===== config.mk =====
export PLATFORM = sky130hd
export DESIGN_NAME = dro_pulse_capture
export DESIGN_NICKNAME = d
export VERILOG_FILES = /design/src/rtl/dro_capture_pkg.sv /design/src/rtl/dro_ts_fifo.sv /design/src/rtl/dro_pulse_capture.sv
export SDC_FILE = /design/constraint.sdc
export NUM_CORES = 1
export LEC_CHECK = 0
export ABC_AREA = 1
export CAP_MARGIN = 40
export CORE_AREA = 5 5 118 143
export CTS_BUF_LIST = sky130_fd_sc_hd__clkbuf_4 sky130_fd_sc_hd__clkbuf_8 sky130_fd_sc_hd__clkbuf_16
export CTS_CLUSTER_SIZE = 24
export DETAILED_ROUTE_END_ITERATION = 8
export DIE_AREA = 0 0 123 148
export SLEW_MARGIN = 20
export SYNTH_ARGS = -nofsm -noshare
export SYNTH_HDL_FRONTEND = slang
export SYNTH_SLANG_ARGS = --single-unit

===== constraint.sdc =====
create_clock -name clk -period 3.1 [get_ports clk]
set_input_delay 0.62 -clock clk [delete_from_list [all_inputs] [get_ports clk]]
set_output_delay 0.62 -clock clk [all_outputs]
set_load 0.01 [all_outputs]

===== src/rtl/dro_capture_pkg.sv =====
// Shared constants, timestamp type and pointer-width helper for the DRO pulse capture block.
`timescale 1ps/100fs
package dro_capture_pkg;

  localparam int TS_W_DEF  = 16;
  localparam int DEPTH_DEF = 8;
  localparam int CNT_W_DEF = 16;

  typedef logic [TS_W_DEF-1:0] ts_t;

  // Smallest n with 2**n >= value; evaluated at elaboration for pointer widths.
  function automatic int clog2(input int value);
    int result;
    result = 0;
    for (int i = 0; i < 31; i++) begin
      if ((1 << i) < value) result = i + 1;
    end
    return result;
  endfunction

endpackage


===== src/rtl/dro_ts_fifo.sv =====
// Show-ahead DEPTH x WIDTH timestamp FIFO; head is presented combinationally, zero when empty.
`timescale 1ps/100fs
module dro_ts_fifo
  import dro_capture_pkg::*;
#(
  parameter int DEPTH = DEPTH_DEF,
  parameter int WIDTH = TS_W_DEF
) (
  input  logic             clk,
  input  logic             rst_n,
  input  logic             push_i,
  input  logic             pop_i,
  input  logic [WIDTH-1:0] wdata_i,
  output logic [WIDTH-1:0] rdata_o,
  output logic             full_o,
  output logic             empty_o
);

  localparam int AW = clog2(DEPTH);

  logic [AW:0]      wr_ptr_q, wr_ptr_d;
  logic [AW:0]      rd_ptr_q, rd_ptr_d;
  logic [WIDTH-1:0] mem_q [DEPTH];

  always_comb begin
    // NOTE: every always_comb output gets a value on every path (here unconditionally) so no latch is inferred.
    wr_ptr_d = wr_ptr_q + {{AW{1'b0}}, push_i};
    rd_ptr_d = rd_ptr_q + {{AW{1'b0}}, pop_i};
  end

  always_ff @(posedge clk or negedge rst_n) begin
    // NOTE: state registers use non-blocking assignments so all flops update from pre-edge values.
    if (!rst_n) begin
      wr_ptr_q <= '0;
      rd_ptr_q <= '0;
    end else begin
      wr_ptr_q <= wr_ptr_d;
      rd_ptr_q <= rd_ptr_d;
    end
  end

  // NOTE: storage is deliberately not reset; resetting the pointers already invalidates every entry.
  always_ff @(posedge clk) begin
    if (push_i) mem_q[wr_ptr_q[AW-1:0]] <= wdata_i;
  end

  assign empty_o = (wr_ptr_q == rd_ptr_q);
  assign full_o  = (wr_ptr_q[AW] != rd_ptr_q[AW]) &&
                   (wr_ptr_q[AW-1:0] == rd_ptr_q[AW-1:0]);
  assign rdata_o = empty_o ? '0 : mem_q[rd_ptr_q[AW-1:0]];

endmodule


===== src/rtl/dro_pulse_capture.sv =====
// Timestamps each toggle of the transition-coded SFQ line from the DRO cell into a FIFO.
// Define DRO_CAPTURE_STATS_EN to add the pulse_count/drop_count statistics ports.
`timescale 1ps/100fs
module dro_pulse_capture
  import dro_capture_pkg::*;
#(
  parameter int TS_W        = TS_W_DEF,
  parameter int DEPTH       = DEPTH_DEF,
  parameter int SYNC_STAGES = 2
`ifdef DRO_CAPTURE_STATS_EN
  ,
  parameter int CNT_W       = CNT_W_DEF
`endif
) (
  input  logic            clk,
  input  logic            rst_n,
  input  logic            pulse_in,
  input  logic            enable,
  input  logic            clr,
  output logic            ts_valid,
  input  logic            ts_ready,
  output logic [TS_W-1:0] ts_data,
  output logic            ovf_sticky
`ifdef DRO_CAPTURE_STATS_EN
  ,
  output logic [CNT_W-1:0] pulse_count,
  output logic [CNT_W-1:0] drop_count
`endif
);

  localparam int ARM_W = clog2(SYNC_STAGES + 2);

  logic [SYNC_STAGES-1:0] sync_q;
  logic                   prev_q;
  logic                   armed_q, armed_d;
  logic [ARM_W-1:0]       arm_cnt_q, arm_cnt_d;
  logic [TS_W-1:0]        ts_cnt_q;
  logic                   ovf_q, ovf_d;

  logic sync, evt, rec, pop, push, drop, full, empty;

  // Arming waits until prev has caught up with the synchronized line after reset.
  always_comb begin
    arm_cnt_d = arm_cnt_q;
    armed_d   = armed_q;
    if (!armed_q) begin
      arm_cnt_d = arm_cnt_q + ARM_W'(1);
      armed_d   = (arm_cnt_q == ARM_W'(SYNC_STAGES));
    end
  end

  assign sync = sync_q[SYNC_STAGES-1];
  assign evt  = armed_q & (sync ^ prev_q);
  assign rec  = evt & enable;
  assign pop  = ts_valid & ts_ready;
  assign push = rec & (!full | pop);
  assign drop = rec & full & !pop;

  always_comb begin
    ovf_d = ovf_q;
    if (drop)     ovf_d = 1'b1;
    else if (clr) ovf_d = 1'b0;
  end

  always_ff @(posedge clk or negedge rst_n) begin
    if (!rst_n) begin
      sync_q    <= '0;
      prev_q    <= 1'b0;
      armed_q   <= 1'b0;
      arm_cnt_q <= '0;
      ts_cnt_q  <= '0;
      ovf_q     <= 1'b0;
    end else begin
      sync_q    <= {sync_q[SYNC_STAGES-2:0], pulse_in};
      prev_q    <= sync;
      armed_q   <= armed_d;
      arm_cnt_q <= arm_cnt_d;
      ts_cnt_q  <= ts_cnt_q + TS_W'(1);
      ovf_q     <= ovf_d;
    end
  end

  dro_ts_fifo #(
    .DEPTH (DEPTH),
    .WIDTH (TS_W)
  ) u_fifo (
    .clk     (clk),
    .rst_n   (rst_n),
    .push_i  (push),
    .pop_i   (pop),
    .wdata_i (ts_cnt_q),
    .rdata_o (ts_data),
    .full_o  (full),
    .empty_o (empty)
  );

  assign ts_valid   = !empty;
  assign ovf_sticky = ovf_q;

`ifdef DRO_CAPTURE_STATS_EN
  logic [CNT_W-1:0] pulse_cnt_q, pulse_cnt_d;
  logic [CNT_W-1:0] drop_cnt_q, drop_cnt_d;

  // Saturating counters; clr takes priority over a same-cycle increment.
  always_comb begin
    pulse_cnt_d = pulse_cnt_q;
    drop_cnt_d  = drop_cnt_q;
    if (clr) begin
      pulse_cnt_d = '0;
      drop_cnt_d  = '0;
    end else begin
      if (rec  && (pulse_cnt_q != '1)) pulse_cnt_d = pulse_cnt_q + CNT_W'(1);
      if (drop && (drop_cnt_q  != '1)) drop_cnt_d  = drop_cnt_q + CNT_W'(1);
    end
  end

  always_ff @(posedge clk or negedge rst_n) begin
    if (!rst_n) begin
      pulse_cnt_q <= '0;
      drop_cnt_q  <= '0;
    end else begin
      pulse_cnt_q <= pulse_cnt_d;
      drop_cnt_q  <= drop_cnt_d;
    end
  end

  assign pulse_count = pulse_cnt_q;
  assign drop_count  = drop_cnt_q;
`endif

endmodule


* After elaboration in Yosys (flattened, before gate mapping)
Memory sizes are Yosys's and may differ from the RTL's. Cells that the tools add are included.
Word-level totals: bits in writable memories 128, latch bits 0, memories 1, bits in read-only memories 0, flip-flop bits (word level) 31
Cells by class: shift-type cells 0, equal/unequal tests 4, muxes and demuxes 6, bitwise operators 8, $add $sub $neg 4, divide/modulo/power cells 0, magnitude comparators 0, multipliers 0, reductions and logical operators 5
Memory list:
- u_fifo.mem_q | words 8, width 16, rd ports 1, clocked after memory_dff 0, write ports 1, RTL line dro_ts_fifo.sv:23 | logic [WIDTH-1:0] mem_q [DEPTH];
Operator list (count):
- $add 16x1->16 const B | 1
- $mux 16 | 1
- $add 4x1->4 | 2
- $and 1x1->1 | 6
- $mux 1 | 5
- $eq 4x4->1 | 1
- $eq 3x3->1 | 1
- $logic_not 1->1 | 3
- $add 2x1->2 const B | 1
- $eq 2x2->1 const B | 1
- $reduce_bool 2->1 | 1
- $logic_and 1x1->1 | 1
- $ne 1x1->1 | 1
- $or 1x1->1 | 1
- $xor 1x1->1 | 1

* Logic depth before layout (Yosys ltp)
Gate-level depths: netlist (run 1).
depth after elaboration 7, gate-level depth with buffers 11, depth with buffers taken out 10

* Modules after synthesis
Synthesis (run 1) repeated with hierarchy kept, for this count alone.
Second synthesis, totals: cell total of the unflattened synthesis 725, area total of the unflattened synthesis 7169.4 um^2
Modules (own cells, without submodules):
- dro_ts_fifo | sequential area each 4043.9 um^2, area an instance 6102.1 um^2, times used 1, cells each 611
- dro_pulse_capture | sequential area each 575.6 um^2, area an instance 1067.3 um^2, times used 1, cells each 114

* Least setup slack after synthesis (run 1)
OpenSTA, ideal clock, no wires.
kind input to register, from in enable, to mem u_fifo.mem_q[6][0] (netlist bit), enable pin, cell stages on the path 4, setup time 0.388 ns, buffers on the path 0, slack 1.050 ns, arrival 1.662 ns, cells stage by stage nand3_1 nor2_1 nand2_2 nor2_1
Between the ends: word-level cells in the longest chain between the ends 4
RTL lines:
- from (decl) | RTL line dro_pulse_capture.sv:18 | input logic enable,
- $and 1x1->1 | RTL line dro_pulse_capture.sv:54 | assign rec = evt & enable;
- $and 1x1->1 | RTL line dro_pulse_capture.sv:56 | assign push = rec & (!full | pop);
- $mux 1 | RTL line dro_ts_fifo.sv:44 | if (push_i) mem_q[wr_ptr_q[AW-1:0]] <= wdata_i;
- $mux 1 (not written as such) | RTL line dro_ts_fifo.sv:44
- to (decl) | RTL line dro_ts_fifo.sv:23
No other way between the ends.

* Final worst setup path (run 1)
from reg u_fifo.rd_ptr_q[0], to out ts_data[0]
Between the ends: word-level cells in the longest chain between the ends 2
RTL lines:
- from (decl) | RTL line dro_ts_fifo.sv:22 | logic [AW:0] rd_ptr_q, rd_ptr_d;
- from (signal assigned) | RTL line dro_ts_fifo.sv:38 | rd_ptr_q <= rd_ptr_d;
- $mem_v2 8x16 / $eq 4x4->1 (equally long branches)
- $mux 16 * | RTL line dro_ts_fifo.sv:50 | assign rdata_o = empty_o ? '0 : mem_q[rd_ptr_q[AW-1:0]];
- to (decl) | RTL line dro_pulse_capture.sv:22 | output logic [TS_W-1:0] ts_data,
Mark *: on every way between the ends. The rest lies on a longest branch, timed or not.

==> results_dict.tcl, run 1 <==
set metrics [dict create \
    clk_pin_slew_ns 0.06 \
    clk_path_buf_depth 2 \
    synth_area_leaders "edfxtp_1 57%, dfrtp_1 12%, nand2_1 8.6%, nor2_1 7.5%, o21ai_0 3.2%" \
    grt_max_degree 53 \
    synth_seq_area_share_pct 68.5 \
    drive_above_1_share_pct 10.4 \
    antenna_found_initial 0 \
    synth_area_um2 6740 \
    p_leak_nw 3.16 \
    wl_um 15000 \
    drtIter0Drc 347 \
    insertion_delay_ns 0.42 \
    p_int_mw 4.88 \
    vdd_ir_drop_max_mv 0.529 \
    area_growth_pct 16.4 \
    synth_warnings 0 \
    diodes 0 \
    synth-main-ff-cell "edfxtp_1" \
    path_cells "inv_2 > buf_4 > nand2_1 > nand2_1 > nand2_1 > nand3_1 > nand2_1 > nor2_1 > clkdlybuf4s50_1" \
    relSlewSlack_pct 70.2 \
    grt_pass1_wl_um 24400 \
    netSwitchingPower_mw 2.48 \
    core_area_um2 15300 \
    num-fill-cells 1375 \
    finalCriticalPeriod_ns 2.97 \
    avgViaCountPerCell 4.94 \
    vias 4350 \
    hold_path.class "reg2reg" \
    fin_hold_ws_ns 0.363 \
    period_share_pct 95.8 \
    placementRows 50 \
    htreeDepth 4 \
    grt_use_total_pct 18.1 \
    stdcell_count 881 \
    cts_root_buf "clkbuf_16" \
    dp_cells 849 \
    ios 24 \
    cts_sinks 159 \
    drc_errors 0 \
    cpPeakStageDelay_ns 0.57 \
    drv_cap 0 \
    cts_buffers 17 \
    netSwitchingFraction_pct 33.7 \
    required_ns 2.48 \
    path_max_fanout 23 \
    crit_top_cell "nand2_1" \
    synth_top_area_cell "edfxtp_1" \
    die_h_um 148 \
    hpwl_um 9040 \
    powerDensity_nw_per_um2 938 \
    fin_nets 672 \
    pwr-share-clk_pct 30.0 \
    synth_edf_count 128 \
    critical_path.slowest_cell "clkdlybuf4s50_1" \
    power_mw 7.36 \
    post-synth-top-count-cell "nand2_1" \
    setup.worst_path.class "reg2out" \
    fp.dieW_um 123 \
    p_comb_share_pct 34.9 \
    synthArstFlopShare_pct 19.5 \
    synth_top_area_share_pct 57.0 \
    initial_utilization_pct 44.0 \
    max_freq_mhz 337 \
    crit_arrival_ns 2.35 \
    dr.pass1.iters 4 \
    antenna_left 0 \
    port_buffers 23 \
    syn_inst 623 \
    wire_per_inst_um 17.0 \
    ys_seq_elements 159 \
    worstSetupStartpointType "register" \
    pwr-share-seq_pct 35.1 \
    globalplace.congestion 0.799 \
    synth_common_cells "154 x nand2_1, 134 x nor2_1, 128 x edfxtp_1, 43 x o21ai_0, 31 x dfrtp_1" \
    endpoint_kind "output pin" \
    worstMarginPinSlew_ns 0.447 \
    finalHoldViolCount 0 \
    fin_skew_ns 0.00574 \
    postCtsHoldBufs 0 \
    dieArea_um2 18200 \
    finalMaxSlewViolations 0 \
    rsz0062_at_grt "true" \
    synth_nets 635 \
    grt_pass1_vias 4518 \
    synthDistinctLibCells 27 \
    overflow 0 \
    status "finished clean" \
    setup_viol 0 \
    avgSynthCellArea_um2 10.8 \
    cts_tree "yes" \
]
-- through the flow --
stage | setup slack (ns) | utilization (%) | cell area (µm²) | TNS, ns
floorplan | 1.05 | - | 6740 | 0
global placement | 0.509 | 47.0 | 7200 | 0
detailed placement | 0.511 | 47.0 | 7200 | 0
CTS | 0.0404 | 51.1 | 7840 | 0
global route | -0.0112 | 51.2 | 7850 | -0.0204
finish | 0.129 | 51.2 | 7850 | 0
-- cell type report --
class                           instances  area, µm²  share of cell area [%]
Sequential cell                       159       4620                    58.9
Inverter                               34        128                    1.63
Tap cell                              208        260                    3.32
Clock buffer                           22        475                    6.06
Timing Repair Buffer                   44        399                    5.08
Multi-Input combinational cell        404       1810                    23.0
Clock inverter                         10        160                    2.04
-- power groups by stage --
stage               Clock [mW]  Combinational [mW]  Sequential (mW)
detailed placement           0                2.58             2.62
global route              2.33                2.89             2.61
floorplan                    0                1.67             2.59
CTS                       2.24                2.59             2.58
finish                    2.21                2.57             2.59
global placement             0                2.57             2.62
-- metal layers --
| layer | GRT usage (%) | vias up | share of wire [%] |
|---|---|---|---|
| met5 | 0 | - | 0 |
| li1 | - | 2126 | - |
| met3 | 3.41 | 14 | 4.0 |
| met4 | 6.26 | 0 | 1.6 |
| met2 | 30.3 | 93 | 51 |
| met1 | 23.4 | 2117 | 43 |
-- sequential cells by signal, summed over array words and instances, names as in the netlist --
register,flops
u_fifo.wr_ptr_q,4
armed_q,1
ovf_sticky,1
prev_q,1
arm_cnt_q,2
u_fifo.rd_ptr_q,4
ts_cnt_q,16
u_fifo.mem_q,128
sync_q,2
-- cell usage in the layout (no fill, tap or decap) --
| cell | synthesis | routed |
|---|---|---|
| nor2_4 | 1 | 1 |
| nand2_1 | 154 | 154 |
| a21oi_2 | 1 | 1 |
| xor2_1 | 11 | 11 |
| nor2_2 | 1 | 1 |
| nor3_1 | 1 | 1 |
| nand2_4 | 1 | 1 |
| clkinv_4 | 0 | 1 |
| nor2_1 | 134 | 134 |
| nand3_1 | 29 | 29 |
| dfrtp_2 | 0 | 1 |
| xnor2_1 | 5 | 5 |
| buf_4 | 4 | 18 |
| clkdlybuf4s50_1 | 0 | 23 |
| edfxtp_1 | 128 | 128 |
| inv_2 | 5 | 5 |
| nand4_1 | 3 | 3 |
| bufinv_16 | 0 | 4 |
| or2_2 | 1 | 1 |
| clkinv_2 | 0 | 3 |
| clkinvlp_4 | 0 | 1 |
| inv_1 | 29 | 29 |
| o21ai_0 | 43 | 43 |
| o21ai_1 | 6 | 6 |
| dfrtp_1 | 31 | 30 |
| nand2_2 | 4 | 4 |
| clkbuf_16 | 0 | 17 |
| clkbuf_8 | 0 | 2 |
| nor3_2 | 2 | 2 |
| buf_6 | 8 | 3 |
| clkbuf_4 | 0 | 3 |
| ha_1 | 6 | 6 |
| a21boi_0 | 1 | 1 |
| inv_6 | 0 | 1 |
-- logic make-up after synthesis --
family                     Yosys count  share of synthesized area [%]
AOI/OAI and AO/OA                   51                           3.88
xor gates and xnor gates            16                           2.08
adders and majority gates            6                           1.11
buffers and inverters               60                           4.68
DFF                                159                           68.5
and+or+nand+nor                    331                           19.7
-- worst max-delay path: cells and delay by family (launching register included) --
family | cells | cell delay, ns
buf+inv | 3 | 0.95
simple gates | 6 | 0.55
flops | 1 | 0.43
-- timing repair --
item / CTS / global route
hold endpoints to repair: 0 / 0
endpoints found under the setup margin: 0 / 12
buffers inserted: 0 / 0
gates resized for setup: 0 / 3
-- path summary, 6_finish.rpt --
path,start,to,slack [ns],cells after the start
worst min-delay path,sync_q[0],sync_q[1],0.36,0
max in group asynchronous,rst_n,u_fifo.rd_ptr_q[0],2.17,2
worst max-delay path,u_fifo.rd_ptr_q[0],ts_data[0],0.13,9
worst min register to register,sync_q[0],sync_q[1],0.36,0
min in group asynchronous,rst_n,ovf_sticky,0.60,2
worst max register to register,u_fifo.rd_ptr_q[0],u_fifo.mem_q[0][9],1.18,8
No activity file was read; power rests on OpenSTA's default activity.
==> run 2: changes to the inputs <==
--- a/config.mk
+++ b/config.mk
@@ -7,11 +7,14 @@
 export LEC_CHECK = 0
 export ABC_AREA = 1
 export CAP_MARGIN = 40
-export CORE_AREA = 5 5 118 143
+export CELL_PAD_IN_SITES_DETAIL_PLACEMENT = 0
+export CELL_PAD_IN_SITES_GLOBAL_PLACEMENT = 2
+export CORE_AREA = 5 5 119 144
 export CTS_BUF_LIST = sky130_fd_sc_hd__clkbuf_4 sky130_fd_sc_hd__clkbuf_8 sky130_fd_sc_hd__clkbuf_16
 export CTS_CLUSTER_SIZE = 24
 export DETAILED_ROUTE_END_ITERATION = 8
-export DIE_AREA = 0 0 123 148
+export DIE_AREA = 0 0 124 149
+export PLACE_DENSITY_LB_ADDON = 0.1
 export SLEW_MARGIN = 20
 export SYNTH_ARGS = -nofsm -noshare
 export SYNTH_HDL_FRONTEND = slang
==> constraint.sdc (replaced) <==
create_clock -name clk -period 3.1 [get_ports clk]
set_input_delay 0.62 -clock clk [delete_from_list [all_inputs] [get_ports clk]]
set_output_delay 0.62 -clock clk [all_outputs]
set_load 0.005 [all_outputs]
==> run 2 against run 1 <==
Net effect:
- combinational power is 4% lower
- critical endpoint is now ts_data[2]
- sequential share of layout area is 0.085 points higher
- wire length is 1.6% higher
- non-clock buffer count stayed put
- maximum frequency is 2.3% higher
- sequential power hardly changed
- final cell count stayed put
==> results_dict.tcl, run 2 (synthesized netlist as in run 1, its figures left out) <==
set metrics [dict create \
    status "finished clean" \
    fin_skew_ns 0.00890 \
    powerDensity_nw_per_um2 922 \
    clk_pin_slew_ns 0.06 \
    worstMarginPinSlew_ns 0.427 \
    grt_pass1_vias 4363 \
    r2r_end "u_fifo.wr_ptr_q[2]" \
    grt_max_degree 45 \
    required_ns 2.48 \
    die_h_um 149 \
    cts_buffers 17 \
    multi_input_area_um2 1810 \
    wire_per_inst_um 17.3 \
    whs_endpoint "sync_q[1]" \
    ios 24 \
    drtIter0Drc 260 \
    cts_tree "yes" \
    setup_viol 0 \
    antenna_left 0 \
    grt_use_total_pct 17.9 \
    finalHoldViolCount 0 \
    rsz0062_at_grt "false" \
    drive_above_1_share_pct 10.1 \
    hp-start "sync_q[0]" \
    finalCriticalPeriod_ns 2.90 \
    endpoint_kind "output pin" \
    r2r_cells 10 \
    num-fill-cells 1395 \
    insertion_delay_ns 0.43 \
    core_area_um2 15500 \
    final_common_cell "nand2_1" \
    vias 4272 \
    fin_nets 672 \
    drc_errors 0 \
    drv_cap 0 \
    hold_path.class "reg2reg" \
    path_max_fanout 12 \
    diodes 0 \
    dr.pass1.iters 4 \
    grt_pass1_wl_um 24200 \
    fp.dieW_um 124 \
    cts_sinks 159 \
    cts_root_buf "clkbuf_16" \
    avgViaCountPerCell 4.85 \
    register_area_um2 4620 \
    overflow 0 \
    cts_setup_buffers 0 \
    period_share_pct 93.7 \
    holdPathStages 0 \
    fin_tns_setup_ns 0 \
    p_leak_nw 3.15 \
    r2r-start "u_fifo.rd_ptr_q[1]" \
    relSlewSlack_pct 71.5 \
    dieArea_um2 18500 \
    fin_hold_ws_ns 0.356 \
    clk_path_buf_depth 2 \
    antenna_found_initial 0 \
    wl_um 15200 \
    largest_reg_flops 128 \
    htreeDepth 4 \
    max_freq_mhz 344 \
    port_buffers 23 \
    finalMaxSlewViolations 0 \
    crit_arrival_ns 2.28 \
    postCtsHoldBufs 0 \
    rrSetupSlack_ns 1.21 \
    area_growth_pct 16.3 \
    placementRows 50 \
    vdd_ir_drop_max_mv 0.459 \
    initial_utilization_pct 43.6 \
    globalplace.congestion 0.736 \
    worstSetupStartpointType "register" \
    hpwl_um 9300 \
    setup.worst_path.class "reg2out" \
    layout_common_cells "154 x nand2_1, 133 x nor2_1, 128 x edfxtp_1" \
]
==> run 2: cell types whose count changed in the layout (fill, tap and decap cells not counted), sizes merged <==
cell,before,now
clkinv,4,6
clkbuf,22,20
==> run 2: worst max path at each step <==
stage,start,endpoint,slack (ns)
2_1_floorplan,enable,u_fifo.mem_q[6][0],1.05
3_3_place_gp,u_fifo.rd_ptr_q[0],ts_data[0],0.55
3_5_place_dp,u_fifo.rd_ptr_q[0],ts_data[2],0.53
4_1_cts,u_fifo.rd_ptr_q[0],ts_data[2],0.06
5_1_grt,u_fifo.rd_ptr_q[0],ts_data[9],0.02
6_report,u_fifo.rd_ptr_q[1],ts_data[2],0.20
==> run 2: critical path, stage by stage, from the launching register on <==
cell             delay (ns)
dfrtp_1                0.52
buf_4                  0.29
o21ai_0                0.11
o21ai_0                0.23
nor2_1                 0.06
nor2_1                 0.13
clkdlybuf4s50_1        0.52
==> run 2: timing repair <==
item	CTS	global route
resized for setup	0	6
endpoints found under the hold margin	0	0
endpoints found under the setup margin	0	9
==> run 2: stage by stage <==
step                util (%)  setup WS (ns)  cell area (µm²)  std cells  power, mW
finish                  50.7          0.197             7840        881       7.23
global route            50.7         0.0190             7840        881       7.73
CTS                     50.6         0.0643             7820        881       7.32
detailed placement      46.6          0.527             7200        849       5.14
global placement        46.6          0.553             7200        849       5.13
floorplan                  -           1.05             6740        623       4.17
==> run 2: power breakdown <==
group	internal, mW	total (mW)	leakage, nW	switching [mW]
Combinational	0.985	2.46	1.23	1.48
Sequential	2.48	2.60	1.62	0.116
Clock	1.37	2.17	0.301	0.804
==> run 2: final cells by class <==
class | instances | area share (%)
Clock buffer | 20 | 5.71
Clock inverter | 12 | 2.12
Inverter | 34 | 1.63
Multi-Input combinational cell | 404 | 23.1
Sequential cell | 159 | 58.9
Tap cell | 208 | 3.32
Timing Repair Buffer | 44 | 5.19
==> run 2: per-layer routing <==
metal | vias to the layer above | GRT usage, % | share of wire [%]
li1 | 2128 | - | -
met3 | 11 | 4.36 | 4.3
met4 | 0 | 5.42 | 0.91
met2 | 76 | 30.7 | 51
met1 | 2057 | 22.4 | 44
met5 | - | 0 | 0
==> run 3: changes to the inputs <==
--- a/config.mk
+++ b/config.mk
@@ -11,6 +11,7 @@
 export CELL_PAD_IN_SITES_GLOBAL_PLACEMENT = 2
 export CORE_AREA = 5 5 119 144
 export CTS_BUF_LIST = sky130_fd_sc_hd__clkbuf_4 sky130_fd_sc_hd__clkbuf_8 sky130_fd_sc_hd__clkbuf_16
+export CTS_CLUSTER_DIAMETER = 30
 export CTS_CLUSTER_SIZE = 24
 export DETAILED_ROUTE_END_ITERATION = 8
 export DIE_AREA = 0 0 124 149
==> results of run 3 <==
Same layout as run 2: the final DEF is identical, and so are final timing and power.
==> variant (flow settings as in run 2) <==
Add a define of `DRO_CAPTURE_STATS_EN`.
--- a/src/rtl/dro_pulse_capture.sv
+++ b/src/rtl/dro_pulse_capture.sv
@@ -3,2 +3,4 @@
 `timescale 1ps/100fs
+`define DRO_CAPTURE_STATS_EN
+
 module dro_pulse_capture
Formal check against the unedited RTL (old outputs only; new: drop_count and pulse_count): equivalent (Yosys induction, for registers that start in step).
==> variant against run 2 <==
Critical endpoint is now ts_data[5]. Routed wire length grew 25%. Worst hold slack worse by 0.23 ns. Synthesized area grew 26%. Non-clock buffer count up 39. Global-route usage up 3.9 points. Sequential power increased by 17%. Clock skew hardly changed. Setup slack lost 0.035 ns. Design area increased by 27%. Power increased by 4.9%. Cell count rose by 26%. Largest cell class unchanged. First-iteration DRC count up 93%. Sequential cell count is 32 higher. Combinational power fell by 3%.
==> variant: results (changes against run 2) <==
| Metric | Value |
|---|---|
| Netlist cell types | 32 (was 27) |
| Status | finished clean (unchanged) |
| Setup Skew | 0.00902 ns (was 0.00890 ns) |
| GRT Overall Usage | 21.9% (was 17.9%) |
| Largest net degree at the start of global routing | 50 (was 45) |
| Global-route wire length before repair | 31.0 mm (was 24.2 mm) |
| Hpwl dp | 12.1 mm (was 9.30 mm) |
| # nets final | 904 (was 672) |
| Reg2reg path depth | 7 (was 10) |
| Vias in the first global route | 6028 (was 4363) |
| Total Wirelength | 19.0 mm (was 15.2 mm) |
| Gpl congestion | 0.869 (was 0.736) |
| Top cells by area, synth | edfxtp_1 (45%), dfrtp_1 (19%), nor2_1 (6.6%) (was edfxtp_1 (57%), dfrtp_1 (12%), nand2_1 (8.6%)) |
| Worst Max-Slew Pin Slew | 0.792 ns (was 0.427 ns) |
| Drt first pass iters | 6 (was 4) |
| Layout cell share with drive strength beyond 1 | 9.86% (was 10.1%) |
| Sw Share | 32.1% (was 33.1%) |
| Initial drt markers | 502 (was 260) |
| Worst r2r dst | ts_cnt_q[12] (was u_fifo.wr_ptr_q[2]) |
| Commonest cells post-synth | nor2_1 (149), nand2_1 (134), edfxtp_1 (128) (was nand2_1 (154), nor2_1 (134), edfxtp_1 (128)) |
| Peak supply drop | 0.000385 V (was 0.000459 V) |
| Crit path max fanout | 32 (was 12) |
| Ys async rst share | 33.0% (was 19.5%) |
| PortBufs | 55 (was 23) |
| Sequential element share of the synthesized area | 64.0% (was 68.5%) |
| Type of the most critical hold path | in -> async (was reg -> reg) |
variant: cell count changes in the layout (fill, tap and decap cells not counted), sizes merged, moves of 23 or more:
cell,change
o21ai,+40
clkdlybuf4s50,+31
nor2,+23
nand3,+39
dfrtp,+32
o22ai,+32
variant: logic make-up (layout without fill, tap and decap cells):
logic type,after synthesis,after routing,synth area share (%)
xor+xnor,34,34,3.51
compound gates,127,127,8.13
fa+ha+maj,8,8,1.18
simple gates,380,380,19.1
buf+inv,82,163,4.13
flops,191,191,64.0
variant: power by group through the flow:
stage | clock [W] | sequential (W) | combinational [W]
after global routing | 0.00233 | 0.00305 | 0.00263
after floorplan | 0 | 0.00305 | 0.00138
after CTS | 0.00219 | 0.00303 | 0.00239
after global placement | 0 | 0.00307 | 0.00233
after detailed placement | 0 | 0.00308 | 0.00238
final | 0.00217 | 0.00303 | 0.00238
variant: worst max-delay path: stages, from the launching register on:
cell and delay, ns:
dfrtp_1 0.40, inv_2 0.07, buf_4 0.34, o21ai_0 0.16, o22ai_1 0.21, o21ai_0 0.12
nor2_1 0.10, clkdlybuf4s50_1 0.50
variant: area by class of cell:
class	count	area [sq um]	area share, %
clock buffer	21	455	4.58
inverter	48	183	1.84
tap	208	260	2.62
clock inverter	11	134	1.35
multi-input combinational	549	2720	27.3
timing repair buffer	83	763	7.68
sequential	191	5420	54.6
variant: worst min-delay path by stage:
stage	slack, ns	cells past startpoint	to
finish	0.13	1	drop_count[9]
global route	0.15	1	drop_count[5]
CTS	0.13	1	drop_count[9]
detailed placement	0.34	0	sync_q[1]
global placement	0.34	0	sync_q[1]
floorplan	0.32	0	arm_cnt_q[0]
variant: metrics by stage:
step           setup slack, ns  utilization [%]  total power, W  cells  hold WS [ns]
6_report                 0.162             64.3         0.00758   1111         0.129
5_1_grt                0.00102             64.3         0.00800   1111         0.149
4_1_cts                 0.0412             64.2         0.00761   1111         0.126
3_5_place_dp             0.520             60.4         0.00546   1079         0.338
3_3_place_gp             0.563             60.4         0.00540   1079         0.338
2_1_floorplan            0.473                -         0.00443    822         0.324
variant: routing by layer:
| metal | share of wire (%) | track usage, % | up-vias |
|---|---|---|---|
| li1 | - | - | 2932 |
| met1 | 42 | 27.4 | 2931 |
| met2 | 53 | 38.5 | 163 |
| met3 | 4.4 | 3.76 | 19 |
| met4 | 1.2 | 6.68 | 0 |
| met5 | 0 | 0 | - |
variant: what timing repair did:
item,CTS,global route
buffers inserted,0,0
resized for setup,0,4
hold buffers,0,0
endpoints found under the hold margin,0,0
endpoints found under the setup margin,0,12
